## src/rtl/ff_pfram_arbiter_pkg.sv

```systemverilog
// Shared definitions for the playfield RAM arbiter: default geometry,
// FSM state encoding and the worst-case video fetch latency.
package ff_pfram_arbiter_pkg;

  localparam int unsigned PF_AW           = 10;
  localparam int unsigned PF_DW           = 16;
  localparam int unsigned VID_LATENCY_MAX = 5;

  typedef enum logic [2:0] {
    ST_IDLE    = 3'd0,
    ST_VID     = 3'd1,
    ST_CPU_RD  = 3'd2,
    ST_CPU_RDW = 3'd3,
    ST_CPU_WR  = 3'd4
  } pf_state_e;

endpackage

```

## src/rtl/ff_pfram_arbiter_if.sv

```systemverilog
// Bus bundle between the arbiter, the CPU decode, the playfield scan and the pfram.
// master = surrounding logic (requests, RAM read data); slave = the arbiter.
interface ff_pfram_arbiter_if
  import ff_pfram_arbiter_pkg::*;
#(
  parameter int unsigned AW = PF_AW,
  parameter int unsigned DW = PF_DW
);

  logic          vid_req;
  logic [AW-1:0] vid_addr;
  logic [DW-1:0] vid_data;
  logic          vid_valid;
  logic          vid_overrun;

  logic          cpu_sel;
  logic          cpu_rw;
  logic [1:0]    cpu_be;
  logic [AW-1:0] cpu_addr;
  logic [DW-1:0] cpu_wdata;
  logic [DW-1:0] cpu_rdata;
  logic          cpu_dtack;

  logic [AW-1:0] ram_addr;
  logic [1:0]    ram_we;
  logic [DW-1:0] ram_wdata;
  logic [DW-1:0] ram_q;

  modport master (
    output vid_req, vid_addr, cpu_sel, cpu_rw, cpu_be, cpu_addr, cpu_wdata, ram_q,
    input  vid_data, vid_valid, vid_overrun, cpu_rdata, cpu_dtack,
           ram_addr, ram_we, ram_wdata
  );

  modport slave (
    input  vid_req, vid_addr, cpu_sel, cpu_rw, cpu_be, cpu_addr, cpu_wdata, ram_q,
    output vid_data, vid_valid, vid_overrun, cpu_rdata, cpu_dtack,
           ram_addr, ram_wdata, ram_we
  );

endinterface

```

## src/rtl/ff_pfram_arbiter_rd_capture.sv

```systemverilog
// One-cycle delayed capture of synchronous RAM read data with a valid pulse.
// kill_i cancels the capture at the capture edge (result discarded).
module ff_pfram_arbiter_rd_capture
  import ff_pfram_arbiter_pkg::*;
#(
  parameter int unsigned DW = PF_DW
) (
  input  logic          clk12m,
  input  logic          reset_n,
  input  logic          en_i,
  input  logic          kill_i,
  input  logic [DW-1:0] d_i,
  output logic [DW-1:0] q_o,
  output logic          valid_o
);

  logic          en_q;
  logic          valid_q;
  logic [DW-1:0] data_q;
  logic          fire;

  assign fire = en_q & ~kill_i;

  // Delay the enable to match RAM latency, then capture and pulse valid.
  always_ff @(posedge clk12m or negedge reset_n) begin
    if (!reset_n) begin
      en_q    <= 1'b0;
      valid_q <= 1'b0;
      data_q  <= '0;
    end else begin
      en_q    <= en_i;
      valid_q <= fire;
      if (fire) data_q <= d_i;
    end
  end

  assign q_o     = data_q;
  assign valid_o = valid_q;

endmodule

```

## src/rtl/ff_pfram_arbiter.sv

```systemverilog
// Playfield RAM arbiter: video fetch has fixed priority, CPU accesses
// use free slots and finish with a held DTACK handshake.
module ff_pfram_arbiter
  import ff_pfram_arbiter_pkg::*;
#(
  parameter int unsigned AW = PF_AW,
  parameter int unsigned DW = PF_DW
) (
  input logic               clk12m,
  input logic               reset_n,
  ff_pfram_arbiter_if.slave bus
);

  pf_state_e     state_q, state_d;
  logic          vid_pend_q, vid_pend_d;
  logic [AW-1:0] vid_addr_q, vid_addr_d;
  logic          vid_overrun_q, vid_overrun_d;
  logic          cpu_done_q, cpu_done_d;
  logic [AW-1:0] ram_addr_q, ram_addr_d;
  logic [1:0]    ram_we_q, ram_we_d;
  logic [DW-1:0] ram_wdata_q, ram_wdata_d;

  logic          vid_want;
  logic          cpu_done;
  logic          cpu_go;
  logic          cpu_rd_valid;
  logic          vid_valid;
  logic [DW-1:0] vid_data;
  logic [DW-1:0] cpu_rdata;

  // A read completes through the capture pulse, then cpu_done_q holds it;
  // OR-ing both makes done/dtack visible in the completion cycle itself.
  assign vid_want = bus.vid_req | vid_pend_q;
  assign cpu_done = cpu_done_q | cpu_rd_valid;
  assign cpu_go   = bus.cpu_sel & ~cpu_done;

  // FSM state register.
  always_ff @(posedge clk12m or negedge reset_n) begin
    if (!reset_n) state_q <= ST_IDLE;
    else          state_q <= state_d;
  end

  // FSM next state: video wins any tie with the CPU.
  always_comb begin
    state_d = ST_IDLE;
    unique case (state_q)
      ST_IDLE: begin
        if (vid_want)    state_d = ST_VID;
        else if (cpu_go) state_d = bus.cpu_rw ? ST_CPU_RD : ST_CPU_WR;
        else             state_d = ST_IDLE;
      end
      ST_VID:     state_d = ST_IDLE;
      ST_CPU_RD:  state_d = ST_CPU_RDW;
      ST_CPU_RDW: state_d = vid_want ? ST_VID : ST_IDLE;
      ST_CPU_WR:  state_d = vid_want ? ST_VID : ST_IDLE;
      default:    state_d = ST_IDLE;
    endcase
  end

  // FSM outputs: RAM controls registered alongside the state they belong to.
  always_comb begin
    ram_addr_d  = ram_addr_q;
    ram_we_d    = '0;
    ram_wdata_d = ram_wdata_q;
    unique case (state_d)
      ST_VID:    ram_addr_d = bus.vid_req ? bus.vid_addr : vid_addr_q;
      ST_CPU_RD: ram_addr_d = bus.cpu_addr;
      ST_CPU_WR: begin
        ram_addr_d  = bus.cpu_addr;
        ram_we_d    = bus.cpu_be;
        ram_wdata_d = bus.cpu_wdata;
      end
      default: ;
    endcase
  end

  // Pending video request bookkeeping; the newest address always wins.
  always_comb begin
    vid_pend_d    = vid_pend_q;
    vid_addr_d    = vid_addr_q;
    vid_overrun_d = vid_overrun_q | (bus.vid_req & vid_pend_q);
    if (bus.vid_req) begin
      vid_pend_d = 1'b1;
      vid_addr_d = bus.vid_addr;
    end
    if (state_d == ST_VID) vid_pend_d = 1'b0;
  end

  // CPU completion: held while cpu_sel stays high, cleared on the edge after it falls.
  always_comb begin
    cpu_done_d = (cpu_done | (state_q == ST_CPU_WR)) & bus.cpu_sel;
  end

  // Datapath and handshake registers.
  always_ff @(posedge clk12m or negedge reset_n) begin
    if (!reset_n) begin
      vid_pend_q    <= 1'b0;
      vid_addr_q    <= '0;
      vid_overrun_q <= 1'b0;
      cpu_done_q    <= 1'b0;
      ram_addr_q    <= '0;
      ram_we_q      <= '0;
      ram_wdata_q   <= '0;
    end else begin
      vid_pend_q    <= vid_pend_d;
      vid_addr_q    <= vid_addr_d;
      vid_overrun_q <= vid_overrun_d;
      cpu_done_q    <= cpu_done_d;
      ram_addr_q    <= ram_addr_d;
      ram_we_q      <= ram_we_d;
      ram_wdata_q   <= ram_wdata_d;
    end
  end

  ff_pfram_arbiter_rd_capture #(.DW(DW)) u_vid_cap (
    .clk12m  (clk12m),
    .reset_n (reset_n),
    .en_i    (state_q == ST_VID),
    .kill_i  (1'b0),
    .d_i     (bus.ram_q),
    .q_o     (vid_data),
    .valid_o (vid_valid)
  );

  ff_pfram_arbiter_rd_capture #(.DW(DW)) u_cpu_cap (
    .clk12m  (clk12m),
    .reset_n (reset_n),
    .en_i    (state_q == ST_CPU_RD),
    .kill_i  (~bus.cpu_sel),
    .d_i     (bus.ram_q),
    .q_o     (cpu_rdata),
    .valid_o (cpu_rd_valid)
  );

  assign bus.ram_addr    = ram_addr_q;
  assign bus.ram_we      = ram_we_q;
  assign bus.ram_wdata   = ram_wdata_q;
  assign bus.vid_data    = vid_data;
  assign bus.vid_valid   = vid_valid;
  assign bus.vid_overrun = vid_overrun_q;
  assign bus.cpu_rdata   = cpu_rdata;
  assign bus.cpu_dtack   = cpu_done;

endmodule
```

## src/flat_wrapper.sv

```systemverilog
// flat-port wrapper written by rule: the top's interface ports become plain ports
module ff_pfram_arbiter_flat import ff_pfram_arbiter_pkg::*;
#(
  parameter int unsigned AW = PF_AW,
  parameter int unsigned DW = PF_DW
)
  (clk12m, reset_n, bus_vid_req, bus_vid_addr, bus_cpu_sel, bus_cpu_rw, bus_cpu_be, bus_cpu_addr, bus_cpu_wdata, bus_ram_q, bus_vid_data, bus_vid_valid, bus_vid_overrun, bus_cpu_rdata, bus_cpu_dtack, bus_ram_addr, bus_ram_wdata, bus_ram_we);
  ff_pfram_arbiter_if #(.AW(AW), .DW(DW)) bus_i ();
  input logic clk12m;
  input logic reset_n;
  input wire logic [$bits(bus_i.vid_req)-1:0] bus_vid_req;
  input wire logic [$bits(bus_i.vid_addr)-1:0] bus_vid_addr;
  input wire logic [$bits(bus_i.cpu_sel)-1:0] bus_cpu_sel;
  input wire logic [$bits(bus_i.cpu_rw)-1:0] bus_cpu_rw;
  input wire logic [$bits(bus_i.cpu_be)-1:0] bus_cpu_be;
  input wire logic [$bits(bus_i.cpu_addr)-1:0] bus_cpu_addr;
  input wire logic [$bits(bus_i.cpu_wdata)-1:0] bus_cpu_wdata;
  input wire logic [$bits(bus_i.ram_q)-1:0] bus_ram_q;
  output wire logic [$bits(bus_i.vid_data)-1:0] bus_vid_data;
  output wire logic [$bits(bus_i.vid_valid)-1:0] bus_vid_valid;
  output wire logic [$bits(bus_i.vid_overrun)-1:0] bus_vid_overrun;
  output wire logic [$bits(bus_i.cpu_rdata)-1:0] bus_cpu_rdata;
  output wire logic [$bits(bus_i.cpu_dtack)-1:0] bus_cpu_dtack;
  output wire logic [$bits(bus_i.ram_addr)-1:0] bus_ram_addr;
  output wire logic [$bits(bus_i.ram_wdata)-1:0] bus_ram_wdata;
  output wire logic [$bits(bus_i.ram_we)-1:0] bus_ram_we;
  assign bus_i.vid_req = bus_vid_req;
  assign bus_i.vid_addr = bus_vid_addr;
  assign bus_i.cpu_sel = bus_cpu_sel;
  assign bus_i.cpu_rw = bus_cpu_rw;
  assign bus_i.cpu_be = bus_cpu_be;
  assign bus_i.cpu_addr = bus_cpu_addr;
  assign bus_i.cpu_wdata = bus_cpu_wdata;
  assign bus_i.ram_q = bus_ram_q;
  assign bus_vid_data = bus_i.vid_data;
  assign bus_vid_valid = bus_i.vid_valid;
  assign bus_vid_overrun = bus_i.vid_overrun;
  assign bus_cpu_rdata = bus_i.cpu_rdata;
  assign bus_cpu_dtack = bus_i.cpu_dtack;
  assign bus_ram_addr = bus_i.ram_addr;
  assign bus_ram_wdata = bus_i.ram_wdata;
  assign bus_ram_we = bus_i.ram_we;
  ff_pfram_arbiter #(.AW(AW), .DW(DW)) u_core (.clk12m(clk12m), .reset_n(reset_n), .bus(bus_i));
endmodule
```

## config.mk

```make
export PLATFORM = sky130hd
export DESIGN_NAME = ff_pfram_arbiter_flat
export DESIGN_NICKNAME = d
export VERILOG_FILES = /design/src/rtl/ff_pfram_arbiter_pkg.sv /design/src/rtl/ff_pfram_arbiter_if.sv /design/src/rtl/ff_pfram_arbiter_rd_capture.sv /design/src/rtl/ff_pfram_arbiter.sv /design/src/flat_wrapper.sv
export SDC_FILE = /design/constraint.sdc
export NUM_CORES = 1
export LEC_CHECK = 0
export BUFFER_PORTS_ARGS = -buffer_cell sky130_fd_sc_hd__buf_4
export CORE_UTILIZATION = 35
export DETAILED_ROUTE_END_ITERATION = 6
export PLACE_DENSITY = 0.63
export SLEW_MARGIN = 20
export SYNTH_ARGS = -nofsm -noshare
export SYNTH_HDL_FRONTEND = slang
export SYNTH_SLANG_ARGS = --single-unit
```

## constraint.sdc

```tcl
create_clock -name clk12m -period 2 [get_ports clk12m]
set_clock_uncertainty 0.1 [all_clocks]
set_input_delay 0.2 -clock clk12m [delete_from_list [all_inputs] [get_ports clk12m]]
set_output_delay 0.2 -clock clk12m [all_outputs]
set_load 0.01 [all_outputs]
```

==> metrics <==
RSZ-0062 raised after global routing no; Routed WL 7.10 mm; Post-CTS Setup Inserts 0; CP Buf/Inv Count 1; layout cells sized above 1 52.8%; Unique masters post-synth 28; Crit path max-delay family simple AND/OR/NAND/NOR gates; CTS Buffer Depth 2; Ys Warns 0; Finished Layout Cells 499; Hold Path Class in2reg; Final Hold Vio Count 0; Max Fclk 564 MHz; crit path cell chain or4_4, nor4b_4, buf_4, a22oi_1, o21ai_0; Clock Sink Count 80; CTS tree yes; Routed wire per std cell 14.2 microns; leakage power total 2.35 nW; post-cts repair resize count 0; Syn Inst Count 205; initial antenna violation count 0; outcome finished, final reports clean; Max Cap Viol 0; Area Growth Syn to Fin 59.4%; PortBufs 121; Fill cells 682; final layout net count 448; DR pass1 iterations 4; power per standard cell area 1340 mW/mm^2; Clock Latency Late Sink 0.33 ns; WP data required 2.15 ns; total gr overflow 0; n_diodes 0; Setup Viol. Count Final 0; std cell rows 33; core area 0.00834 sq mm; Post-DP HPWL 4.78 mm; H-tree depth 3; synthesis-stage register bit count 80; Crit Path Max Fanout 13; crit-path max cell delay 0.53 ns; Final Wtd Congestion 0.715; Post-Route Setup TNS 0 ns; Die Wd 95.6 microns; CTS buffer count 9; placed cell count 432; final period utilization 88.7%; largest net degree at the start of global routing 42; vias in the first global route 2343; IO Pins 122; crit start category flop; global-route wire length before repair 11.1 mm; Slew headroom 65.7%; crit path time final 1.77 ns; initial core utilization 36.7%; syn_nets 264; crit end category flop; clock root buffer clkbuf_8; CTS Hold Bufs 50; chip height 95.6 microns; peak supply drop 0.000623 V; Via Count 2265; kind of critical path reg2reg; Post-Syn Area 0.00306 sq mm; vias per cell 4.54; CP max-delay cell or4_4; antenna viol nets, final 0; worst slew pin tran 0.514 ns; DIE AREA 0.00913 sq mm; Worst-path clk slew 0.08 ns; DRC violations left 0; GRT Util Overall 16.0%; Slew Viols, Final 0; critical path arrival 1.93 ns; Avg Synthesized Cell Area 14.9 sq um; register area share after synthesis 65.3%; drt first-iter violations 55
[cell usage in the layout, fill, tap and decap left out, types with 2 or more instances in the layout]
| cell type | count |
|---|---|
| and2_1 | 2 |
| bufinv_16 | 2 |
| dfrtp_1 | 80 |
| mux2i_1 | 4 |
| o21ai_0 | 10 |
| nand2_1 | 6 |
| buf_4 | 129 |
| a21boi_0 | 2 |
| a22oi_1 | 6 |
| dlygate4sd3_1 | 51 |
| mux2_2 | 58 |
| inv_1 | 9 |
| nor2_1 | 5 |
| clkbuf_8 | 11 |
| nor2b_1 | 2 |
[per-layer routing]
metal,vias up,global-route usage [%],wire length [microns]
met5,-,0,0
met4,0,6.34,85
met3,9,3.43,320
met2,64,26.8,3740
met1,1108,20.0,2960
li1,1084,-,-
[final timing paths]
check | startpoint | endpoint | slack, ns | depth (start not counted)
worst max-delay path | u_core.vid_pend_q$_DFFE_PN0P_ | u_core.bus.ram_addr[0]$_DFFE_PN0P_ | 0.23 | 5
worst min-delay path | bus_vid_addr[1] | u_core.vid_addr_q[1]$_DFF_PN0_ | 0.02 | 2
worst max register to register | u_core.vid_pend_q$_DFFE_PN0P_ | u_core.bus.ram_addr[0]$_DFFE_PN0P_ | 0.23 | 5
worst min register to register | u_core.bus.vid_overrun$_DFF_PN0_ | u_core.bus.vid_overrun$_DFF_PN0_ | 0.37 | 1
max in group asynchronous | reset_n | u_core.bus.ram_wdata[15]$_DFFE_PN0N_ | 0.90 | 3
min in group asynchronous | reset_n | u_core.u_vid_cap.q_o[2]$_DFFE_PN0P_ | 0.30 | 2
[synth_stat cells]
master / number / area (sq um)
nor2_1: 5 / 18.8
o21a_1: 1 / 7.51
a211oi_2: 1 / 12.5
nand4_1: 1 / 6.26
nor3_1: 1 / 5.00
or4_4: 1 / 11.3
buf_1: 1 / 3.75
o22ai_1: 1 / 6.26
nor4b_4: 1 / 23.8
a21oi_1: 1 / 5.00
o21ai_0: 10 / 50.1
buf_2: 3 / 15.0
a21o_1: 1 / 7.51
clkbuf_1: 3 / 11.3
a22oi_1: 6 / 45.0
nor3b_1: 1 / 7.51
and2_1: 2 / 12.5
nand2b_1: 1 / 6.26
dfrtp_1: 80 / 2000
mux2i_1: 4 / 40.0
nand2_1: 6 / 22.5
or2_2: 1 / 6.26
inv_1: 9 / 33.8
nor2b_1: 2 / 12.5
buf_6: 1 / 11.3
nand4_2: 1 / 12.5
mux2_2: 58 / 653
a21boi_0: 2 / 15.0
[flip-flops by register name (all words and copies together), names as in the netlist]
register and cells:
u_core.vid_pend_q 1, u_core.u_cpu_cap.valid_o 1, u_core.state_q 3, u_core.u_vid_cap.q_o 16, u_core.vid_addr_q 10, u_core.bus.vid_overrun 1, u_core.cpu_done_q 1, u_core.bus.ram_wdata 16
u_core.u_vid_cap.valid_o 1, u_core.bus.ram_addr 10, u_core.u_cpu_cap.en_q 1, u_core.bus.ram_we 2, u_core.u_cpu_cap.q_o 16, u_core.u_vid_cap.en_q 1
[metrics by stage]
stage | util [%] | hold WS (ns) | cell area, sq um | power, W | worst slack, ns
final | 58.6 | 0.0209 | 4880 | 0.00655 | 0.226
after global routing | 58.6 | 0.00329 | 4880 | 0.00696 | 0.119
after CTS | 58.4 | 0.000145 | 4870 | 0.00662 | 0.234
after detailed placement | 49.7 | 0.109 | 4140 | 0.00518 | 0.246
after global placement | 49.7 | 0.107 | 4140 | 0.00511 | 0.307
after floorplan | - | -0.196 | 3060 | 0.00385 | 0.292
[power by group]
group	internal (W)	switching [W]	total, W
Combinational	0.00151	0.00108	0.00259
Sequential	0.00227	0.000348	0.00262
Clock	0.000775	0.000569	0.00134
Total	0.00455	0.00199	0.00655
[layout make-up]
cell class	instances	area, sq um	area share, %
Inverter	9	33.8	0.692
Clock inverter	4	76.3	1.56
Tap cell	105	131	2.69
Multi-Input combinational cell	108	987	20.2
Clock buffer	12	155	3.18
Timing Repair Buffer	181	1500	30.7
Sequential cell	80	2000	41.0
[kinds of logic after synthesis]
kind of cell	count (synthesis)	share of synthesized area, %
AOI/OAI and AO/OA	23	4.86
buffers and inverters	17	2.45
DFF	80	65.3
muxes	62	22.6
and+or+nand+nor	23	4.74
(Power assumes the default switching activity.)
